$ cat src/rtl/memory_access_stage_pkg.sv
// Shared pipeline types for the memory-access stage: size/state encodings, writeback payload,
// and the lane helpers used when a load/store is launched.
package memory_access_stage_pkg;

    localparam int unsigned ADDR_WIDTH    = 32;
    localparam int unsigned DATA_WIDTH    = 32;
    localparam int unsigned BE_WIDTH      = DATA_WIDTH / 8;
    localparam int unsigned REG_IDX_WIDTH = 5;

    typedef enum logic [1:0] {
        SIZE_BYTE    = 2'b00,
        SIZE_HALF    = 2'b01,
        SIZE_WORD    = 2'b10,
        SIZE_ILLEGAL = 2'b11
    } MemAccessSize;

    typedef enum logic {
        STATE_IDLE   = 1'b0,
        STATE_ACCESS = 1'b1
    } MemAccessState;

    typedef struct packed {
        logic                     valid;
        logic [REG_IDX_WIDTH-1:0] rd;
        logic                     rdWe;
        logic [DATA_WIDTH-1:0]    data;
    } WriteBackStagePipeReg;

    function automatic logic isMisaligned(input logic [1:0] size, input logic [1:0] offset);
        case (size)
            SIZE_BYTE: isMisaligned = 1'b0;
            SIZE_HALF: isMisaligned = offset[0];
            default:   isMisaligned = (offset != 2'b00);
        endcase
    endfunction

    function automatic logic [BE_WIDTH-1:0] byteEnables(input logic [1:0] size, input logic [1:0] offset);
        case (size)
            SIZE_BYTE: byteEnables = BE_WIDTH'(4'b0001) << offset;
            SIZE_HALF: byteEnables = BE_WIDTH'(4'b0011) << offset;
            default:   byteEnables = '1;
        endcase
    endfunction

    // Narrow stores replicate across every lane so the enabled lane always carries the operand.
    function automatic logic [DATA_WIDTH-1:0] replicateStore(input logic [1:0] size,
                                                             input logic [DATA_WIDTH-1:0] data);
        case (size)
            SIZE_BYTE: replicateStore = {4{data[7:0]}};
            SIZE_HALF: replicateStore = {2{data[15:0]}};
            default:   replicateStore = data;
        endcase
    endfunction

endpackage

$ cat src/rtl/memory_access_stage_if.sv
// Data-memory request/acknowledge bus between the memory-access stage and data memory.
interface memory_access_stage_if;
    import memory_access_stage_pkg::*;

    logic                  dmem_req;
    logic                  dmem_we;
    logic [ADDR_WIDTH-1:0] dmem_addr;
    logic [BE_WIDTH-1:0]   dmem_be;
    logic [DATA_WIDTH-1:0] dmem_wdata;
    logic                  dmem_ack;
    logic [DATA_WIDTH-1:0] dmem_rdata;

    modport master (
        output dmem_req, dmem_we, dmem_addr, dmem_be, dmem_wdata,
        input  dmem_ack, dmem_rdata
    );

    modport slave (
        input  dmem_req, dmem_we, dmem_addr, dmem_be, dmem_wdata,
        output dmem_ack, dmem_rdata
    );

endinterface

$ cat src/rtl/mem_load_aligner.sv
// Combinational load formatter: selects the addressed byte/half/word of the raw read word
// and sign- or zero-extends it to the datapath width.
module mem_load_aligner
    import memory_access_stage_pkg::*;
(
    input  logic [DATA_WIDTH-1:0] rdata,
    input  logic [1:0]            offset,
    input  logic [1:0]            size,
    input  logic                  isUnsigned,
    output logic [DATA_WIDTH-1:0] loadData_c
);

    logic [DATA_WIDTH-1:0] shifted;

    always_comb begin
        shifted    = rdata >> {offset, 3'b000};
        loadData_c = shifted;
        case (size)
            SIZE_BYTE: loadData_c = {{(DATA_WIDTH-8){shifted[7] & ~isUnsigned}}, shifted[7:0]};
            SIZE_HALF: loadData_c = {{(DATA_WIDTH-16){shifted[15] & ~isUnsigned}}, shifted[15:0]};
            default:   loadData_c = shifted;
        endcase
    end

endmodule

$ cat src/rtl/memory_access_stage.sv
// Memory-access pipeline stage: launches loads/stores over the dmem req/ack bus, stalls upstream
// while a transaction is outstanding, and registers the writeback pipe register.
module memory_access_stage
    import memory_access_stage_pkg::*;
(
    input  logic                     clk,
    input  logic                     rst,
    input  logic                     ex_valid,
    input  logic                     ex_is_load,
    input  logic                     ex_is_store,
    input  logic [1:0]               ex_size,
    input  logic                     ex_unsigned,
    input  logic [DATA_WIDTH-1:0]    ex_result,
    input  logic [DATA_WIDTH-1:0]    ex_store_data,
    input  logic [REG_IDX_WIDTH-1:0] ex_rd,
    input  logic                     ex_rd_we,
    input  logic                     flush,
    memory_access_stage_if.master    dmem,
    output logic                     stall,
    output logic                     wb_valid,
    output logic [REG_IDX_WIDTH-1:0] wb_rd,
    output logic                     wb_rd_we,
    output logic [DATA_WIDTH-1:0]    wb_data,
    output logic                     misalign,
    output logic [ADDR_WIDTH-1:0]    misalign_addr
);

    localparam logic [0:0] IDLE   = STATE_IDLE;
    localparam logic [0:0] ACCESS = STATE_ACCESS;

    logic [0:0] state, stateNext;

    logic                     accLoad, accUnsigned, accRdWe;
    logic [1:0]               accSize, accOff;
    logic [REG_IDX_WIDTH-1:0] accRd;
    logic                     dmemWe;
    logic [ADDR_WIDTH-1:0]    dmemAddr;
    logic [BE_WIDTH-1:0]      dmemBe;
    logic [DATA_WIDTH-1:0]    dmemWdata;

    WriteBackStagePipeReg wbReg, wbNext, pendWb, pendNext, newWb, doneWb;
    logic                 accept, isMem, memDone, latchEn, misalignNext;
    logic [ADDR_WIDTH-1:0] exAddr;
    logic [DATA_WIDTH-1:0] loadData_c;

    assign exAddr = ADDR_WIDTH'(ex_result);
    assign stall  = (state == ACCESS) && !dmem.dmem_ack;

    mem_load_aligner u_aligner (
        .rdata      (dmem.dmem_rdata),
        .offset     (accOff),
        .size       (accSize),
        .isUnsigned (accUnsigned),
        .loadData_c (loadData_c)
    );

    always_ff @(posedge clk or negedge rst) begin
        if (!rst) state <= IDLE;
        else      state <= stateNext;
    end

    // A non-mem op accepted on a completing edge is parked in pendWb and written back one cycle
    // behind the memory op; writebacks therefore always leave in program order.
    always_comb begin
        stateNext    = state;
        latchEn      = 1'b0;
        misalignNext = 1'b0;
        wbNext       = '0;
        pendNext     = '0;
        isMem        = ex_is_load | ex_is_store;
        accept       = ex_valid && !flush && !stall;
        memDone      = (state == ACCESS) && dmem.dmem_ack;
        newWb        = '{valid: 1'b1, rd: ex_rd, rdWe: ex_rd_we, data: ex_result};
        doneWb       = '{valid: 1'b1, rd: accRd, rdWe: accLoad & accRdWe,
                         data: accLoad ? loadData_c : '0};

        if (memDone) stateNext = IDLE;
        if (accept && isMem) begin
            if (isMisaligned(ex_size, exAddr[1:0])) begin
                misalignNext = 1'b1;
            end else begin
                latchEn   = 1'b1;
                stateNext = ACCESS;
            end
        end

        if (pendWb.valid)            wbNext = pendWb;
        else if (memDone)            wbNext = doneWb;
        else if (accept && !isMem)   wbNext = newWb;

        if ((pendWb.valid || memDone) && accept && !isMem) pendNext = newWb;
    end

    always_ff @(posedge clk or negedge rst) begin
        if (!rst) begin
            wbReg         <= '0;
            pendWb        <= '0;
            misalign      <= 1'b0;
            misalign_addr <= '0;
            accLoad       <= 1'b0;
            accUnsigned   <= 1'b0;
            accRdWe       <= 1'b0;
            accSize       <= 2'b00;
            accOff        <= 2'b00;
            accRd         <= '0;
            dmemWe        <= 1'b0;
            dmemAddr      <= '0;
            dmemBe        <= '0;
            dmemWdata     <= '0;
        end else begin
            wbReg         <= wbNext;
            pendWb        <= pendNext;
            misalign      <= misalignNext;
            misalign_addr <= misalignNext ? exAddr : '0;
            if (latchEn) begin
                accLoad     <= ex_is_load;
                accUnsigned <= ex_unsigned;
                accRdWe     <= ex_rd_we;
                accSize     <= ex_size;
                accOff      <= exAddr[1:0];
                accRd       <= ex_rd;
                dmemWe      <= ex_is_store;
                dmemAddr    <= {exAddr[ADDR_WIDTH-1:2], 2'b00};
                dmemBe      <= byteEnables(ex_size, exAddr[1:0]);
                dmemWdata   <= replicateStore(ex_size, ex_store_data);
            end
        end
    end

    assign dmem.dmem_req   = (state == ACCESS);
    assign dmem.dmem_we    = dmemWe;
    assign dmem.dmem_addr  = dmemAddr;
    assign dmem.dmem_be    = dmemBe;
    assign dmem.dmem_wdata = dmemWdata;

    assign wb_valid = wbReg.valid;
    assign wb_rd    = wbReg.rd;
    assign wb_rd_we = wbReg.rdWe;
    assign wb_data  = wbReg.data;

endmodule
$ cat src/flat_wrapper.sv
// flat-port wrapper written by rule: the top's interface ports become plain ports
module memory_access_stage_flat import memory_access_stage_pkg::*;
  (clk, rst, ex_valid, ex_is_load, ex_is_store, ex_size, ex_unsigned, ex_result, ex_store_data, ex_rd, ex_rd_we, flush, stall, wb_valid, wb_rd, wb_rd_we, wb_data, misalign, misalign_addr, dmem_dmem_req, dmem_dmem_we, dmem_dmem_addr, dmem_dmem_be, dmem_dmem_wdata, dmem_dmem_ack, dmem_dmem_rdata);
  memory_access_stage_if dmem_i ();
  input  logic clk;
  input  logic rst;
  input  logic ex_valid;
  input  logic ex_is_load;
  input  logic ex_is_store;
  input  logic [1:0] ex_size;
  input  logic ex_unsigned;
  input  logic [DATA_WIDTH-1:0] ex_result;
  input  logic [DATA_WIDTH-1:0] ex_store_data;
  input  logic [REG_IDX_WIDTH-1:0] ex_rd;
  input  logic ex_rd_we;
  input  logic flush;
  output logic stall;
  output logic wb_valid;
  output logic [REG_IDX_WIDTH-1:0] wb_rd;
  output logic wb_rd_we;
  output logic [DATA_WIDTH-1:0] wb_data;
  output logic misalign;
  output logic [ADDR_WIDTH-1:0] misalign_addr;
  output wire logic [$bits(dmem_i.dmem_req)-1:0] dmem_dmem_req;
  output wire logic [$bits(dmem_i.dmem_we)-1:0] dmem_dmem_we;
  output wire logic [$bits(dmem_i.dmem_addr)-1:0] dmem_dmem_addr;
  output wire logic [$bits(dmem_i.dmem_be)-1:0] dmem_dmem_be;
  output wire logic [$bits(dmem_i.dmem_wdata)-1:0] dmem_dmem_wdata;
  input wire logic [$bits(dmem_i.dmem_ack)-1:0] dmem_dmem_ack;
  input wire logic [$bits(dmem_i.dmem_rdata)-1:0] dmem_dmem_rdata;
  assign dmem_dmem_req = dmem_i.dmem_req;
  assign dmem_dmem_we = dmem_i.dmem_we;
  assign dmem_dmem_addr = dmem_i.dmem_addr;
  assign dmem_dmem_be = dmem_i.dmem_be;
  assign dmem_dmem_wdata = dmem_i.dmem_wdata;
  assign dmem_i.dmem_ack = dmem_dmem_ack;
  assign dmem_i.dmem_rdata = dmem_dmem_rdata;
  memory_access_stage u_core (.clk(clk), .rst(rst), .ex_valid(ex_valid), .ex_is_load(ex_is_load), .ex_is_store(ex_is_store), .ex_size(ex_size), .ex_unsigned(ex_unsigned), .ex_result(ex_result), .ex_store_data(ex_store_data), .ex_rd(ex_rd), .ex_rd_we(ex_rd_we), .flush(flush), .dmem(dmem_i), .stall(stall), .wb_valid(wb_valid), .wb_rd(wb_rd), .wb_rd_we(wb_rd_we), .wb_data(wb_data), .misalign(misalign), .misalign_addr(misalign_addr));
endmodule
$ cat config.mk
export PLATFORM = sky130hd
export DESIGN_NAME = memory_access_stage_flat
export DESIGN_NICKNAME = d
export VERILOG_FILES = /design/src/rtl/memory_access_stage_pkg.sv /design/src/rtl/memory_access_stage_if.sv /design/src/rtl/mem_load_aligner.sv /design/src/rtl/memory_access_stage.sv /design/src/flat_wrapper.sv
export SDC_FILE = /design/constraint.sdc
export NUM_CORES = 1
export LEC_CHECK = 0
export ABC_AREA = 1
export CAP_MARGIN = 20
export CORE_MARGIN = 3
export CORE_UTILIZATION = 47
export CTS_BUF_LIST = sky130_fd_sc_hd__clkbuf_8 sky130_fd_sc_hd__clkbuf_16
export CTS_CLUSTER_SIZE = 24
export DETAILED_ROUTE_END_ITERATION = 6
export PLACE_DENSITY = 0.9
export SLEW_MARGIN = 5
export SYNTH_ARGS = -nofsm -noshare
export SYNTH_HDL_FRONTEND = slang
export SYNTH_SLANG_ARGS = --single-unit
$ cat constraint.sdc
create_clock -name clk -period 1.69 [get_ports clk]
set_input_delay 0.507 -clock clk [delete_from_list [all_inputs] [get_ports clk]]
set_output_delay 0.507 -clock clk [all_outputs]
set_load 0.05 [all_outputs]
==> results.toml, run 1 <==
[critical_path]
cp.arrival_ps = 2010
reg2reg_from = "u_core.dmem.dmem_req"
crit_type = "primary input to register"
cp.required_ps = 2000
crit_fanout = 8
startpoint = "ex_size[0]"
startpoint_type = "primary input"
reg2reg_depth = 9
endpoint_kind = "register"

[grt]
grt_antenna_before_repair = 2
grt_usage_pct = 29.3
grt-ovfl-total = 0
grt_max_degree = 43
grt_pass1_wl_mm = 42.1
grt_pass1_vias = 8071

[sta]
slew_violations = 0
finalSetupViolCount = 4
rsz0062_at_grt = "yes"
max_freq_mhz = 590
final_hold_viol_count = 0
finalCritPeriodShare_pct = 100
fin_ws_ps = -3.78
final.setup_skew_ps = 10.6
layout_min_cycle_time_ps = 1690
tns_ps = -10.0

[cells_and_area]
area_delta_synth_final_pct = 67.7
fin_util_pct = 80.9
layout.cells.most_common = "nand2_1"
nNetsFinal = 1352
layout.cells.non_filler = 1474
drive_gt1_share_pct = 22.3
nFillCells = 942
final_cell_mix = "270 x nand2_1, 188 x dfrtp_1, 169 x nor2_1"

[power]
ir_drop_v = 0.000697
total_leakage_power_nw = 6.73
power.density_mw_per_mm2 = 1130

[routing]
via_per_inst = 5.37
dr.pass1.iters = 6
antenna_left = 0
wl_per_cell_um = 19.5
wl_mm = 28.8
vias = 7914
route.detailed.drc = 0
drt_iter0_drc = 931

[clock_network]
clk_latency_ps = 430
tritoncts = "built"
path_clk_slew_ps = 60
clockRootBuffer = "clkbuf_16"
cts.sinks = 191
clockBufferDepth = 2
ctsHoldBuffers = 0
cts_made_buffers = 17
htreeDepth = 4

[die]
io_pins = 255
rows = 47
initial_core_util_pct = 48.3
fp.dieW_um = 137
fp.dieH_um = 137
core_region_area_mm2 = 0.0167
die_area_mm2 = 0.0188

[placement]
dp_cells = 1425
place.gp.congestion = 0.886
portBuffers = 252
dp_hpwl_mm = 19.4

[worst_hold_path]
hold_class = "primary input to async pin"

[yosys]
yosys.cell_types.count = 24
synth.yosys.seq_area_share_pct = 59.3
synth_edf_count = 0
synth_seq_cells = 191
synthFlopType = "dfrtp_1"
netlist_instances = 955
ys_warn_count = 0
async_flop_share_pct = 100
netlist_area_mm2 = 0.00806
syn_avg_cell_area_um2 = 8.44

[flow_run]
cap_violations = 0

[run_status]
outcome = "finished, violations left"
violations = "setup timing"
-- Yosys cell counts, types with 4 or more instances --
cell      instances  area [um^2]
o21ai_1          10         50.1
inv_1            52          195
clkbuf_1         33          124
buf_4             5         37.5
nor2_1          173          649
nand2_1         273         1020
dfrtp_1         191         4780
o211ai_1         16          120
nand3_1          36          180
or2_2             8         50.1
buf_2            16         80.1
inv_2             4         15.0
o21a_1            6         45.0
a21oi_1          65          325
o21ai_0          53          265
-- flip-flops by register name, summed over array words and instances, names as in the netlist, 4 cells and up --
name	count
u_core.dmem.dmem_wdata	32
u_core.accRd	5
u_core.dmem.dmem_addr	30
u_core.wb_rd	5
u_core.dmem.dmem_be	4
u_core.pendWb	39
u_core.wb_data	32
u_core.misalign_addr	32
-- final timing paths --
kind,end,slack [ps]
max in group asynchronous,u_core.wb_data[16],1140
worst max register to register,u_core.dmem.dmem_addr[2],20
min in group clk,u_core.wb_rd[4],460
worst max-delay path,u_core.dmem.dmem_addr[2],-4
worst min-delay path,u_core.misalign_addr[3],7
worst min register to register,u_core.wb_rd[4],460
-- layer usage --
layer | global-route usage [%] | routed length [um]
met5 | 0 | 7
met4 | 12.9 | 1210
met3 | 9.23 | 2890
met2 | 50.8 | 14800
met1 | 33.0 | 9890
-- final cells by class --
class                      instances  area, um^2  share of cell area, %
clock inverter                    12         143                   1.06
multi-input combinational        652        2860                   21.2
antenna                            1        2.50                 0.0185
clock buffer                      20         467                   3.45
tap                              220         275                   2.04
inverter                          56         215                   1.59
sequential                       191        4780                   35.4
timing repair buffer             322        4770                   35.3
-- logic make-up after synthesis --
| logic type | after synthesis | share of synthesized area, % |
|---|---|---|
| compound gates | 152 | 10.2 |
| flops | 191 | 59.3 |
| buf+inv | 113 | 6.02 |
| simple gates | 498 | 24.5 |
| other cells | 1 | 0.0465 |
-- where the power goes --
part | switching, W | internal, W | leakage [nW] | total (W)
clock | 0.00171 | 0.00243 | 0.314 | 0.00414
sequential | 0.000541 | 0.00507 | 2.53 | 0.00561
combinational | 0.00304 | 0.00249 | 3.88 | 0.00553
total | 0.00529 | 0.0100 | 6.73 | 0.0153
-- what timing repair did --
item,in CTS,in global routing
pin swaps,2,10
setup buffers,3,6
gates resized for setup,6,54
setup endpoints to repair,16,116
gates cloned,1,7
-- critical path: stages --
cell and delay (ps):
clkdlybuf4s50_1 460, a21oi_2 150, nor2_1 90, nor3_4 200, clkinv_4 120, buf_12 170
clkbuf_16 170, nand2_1 70, o21ai_1 70
-- per-stage QoR --
step	power, W	cell area, um^2	setup WS [ps]	hold slack [ps]
floorplan	0.00806	8070	54.1	211
global placement	0.0109	12500	-394	431
detailed placement	0.0110	12500	-494	445
CTS	0.0152	13200	1.51	15.3
global route	0.0159	13500	-45.9	9.07
finish	0.0153	13500	-3.78	6.64
Note: power is estimated with default switching activity, not from simulation.
==> run 2: changes to the inputs <==
--- a/config.mk
+++ b/config.mk
@@ -6,7 +6,7 @@
 export NUM_CORES = 1
 export LEC_CHECK = 0
 export ABC_AREA = 1
-export CAP_MARGIN = 20
+export CAP_MARGIN = 10
 export CORE_MARGIN = 3
 export CORE_UTILIZATION = 47
 export CTS_BUF_LIST = sky130_fd_sc_hd__clkbuf_8 sky130_fd_sc_hd__clkbuf_16
==> results of run 2 <==
Same layout as run 1: the final DEF is identical, and so are final timing and power.
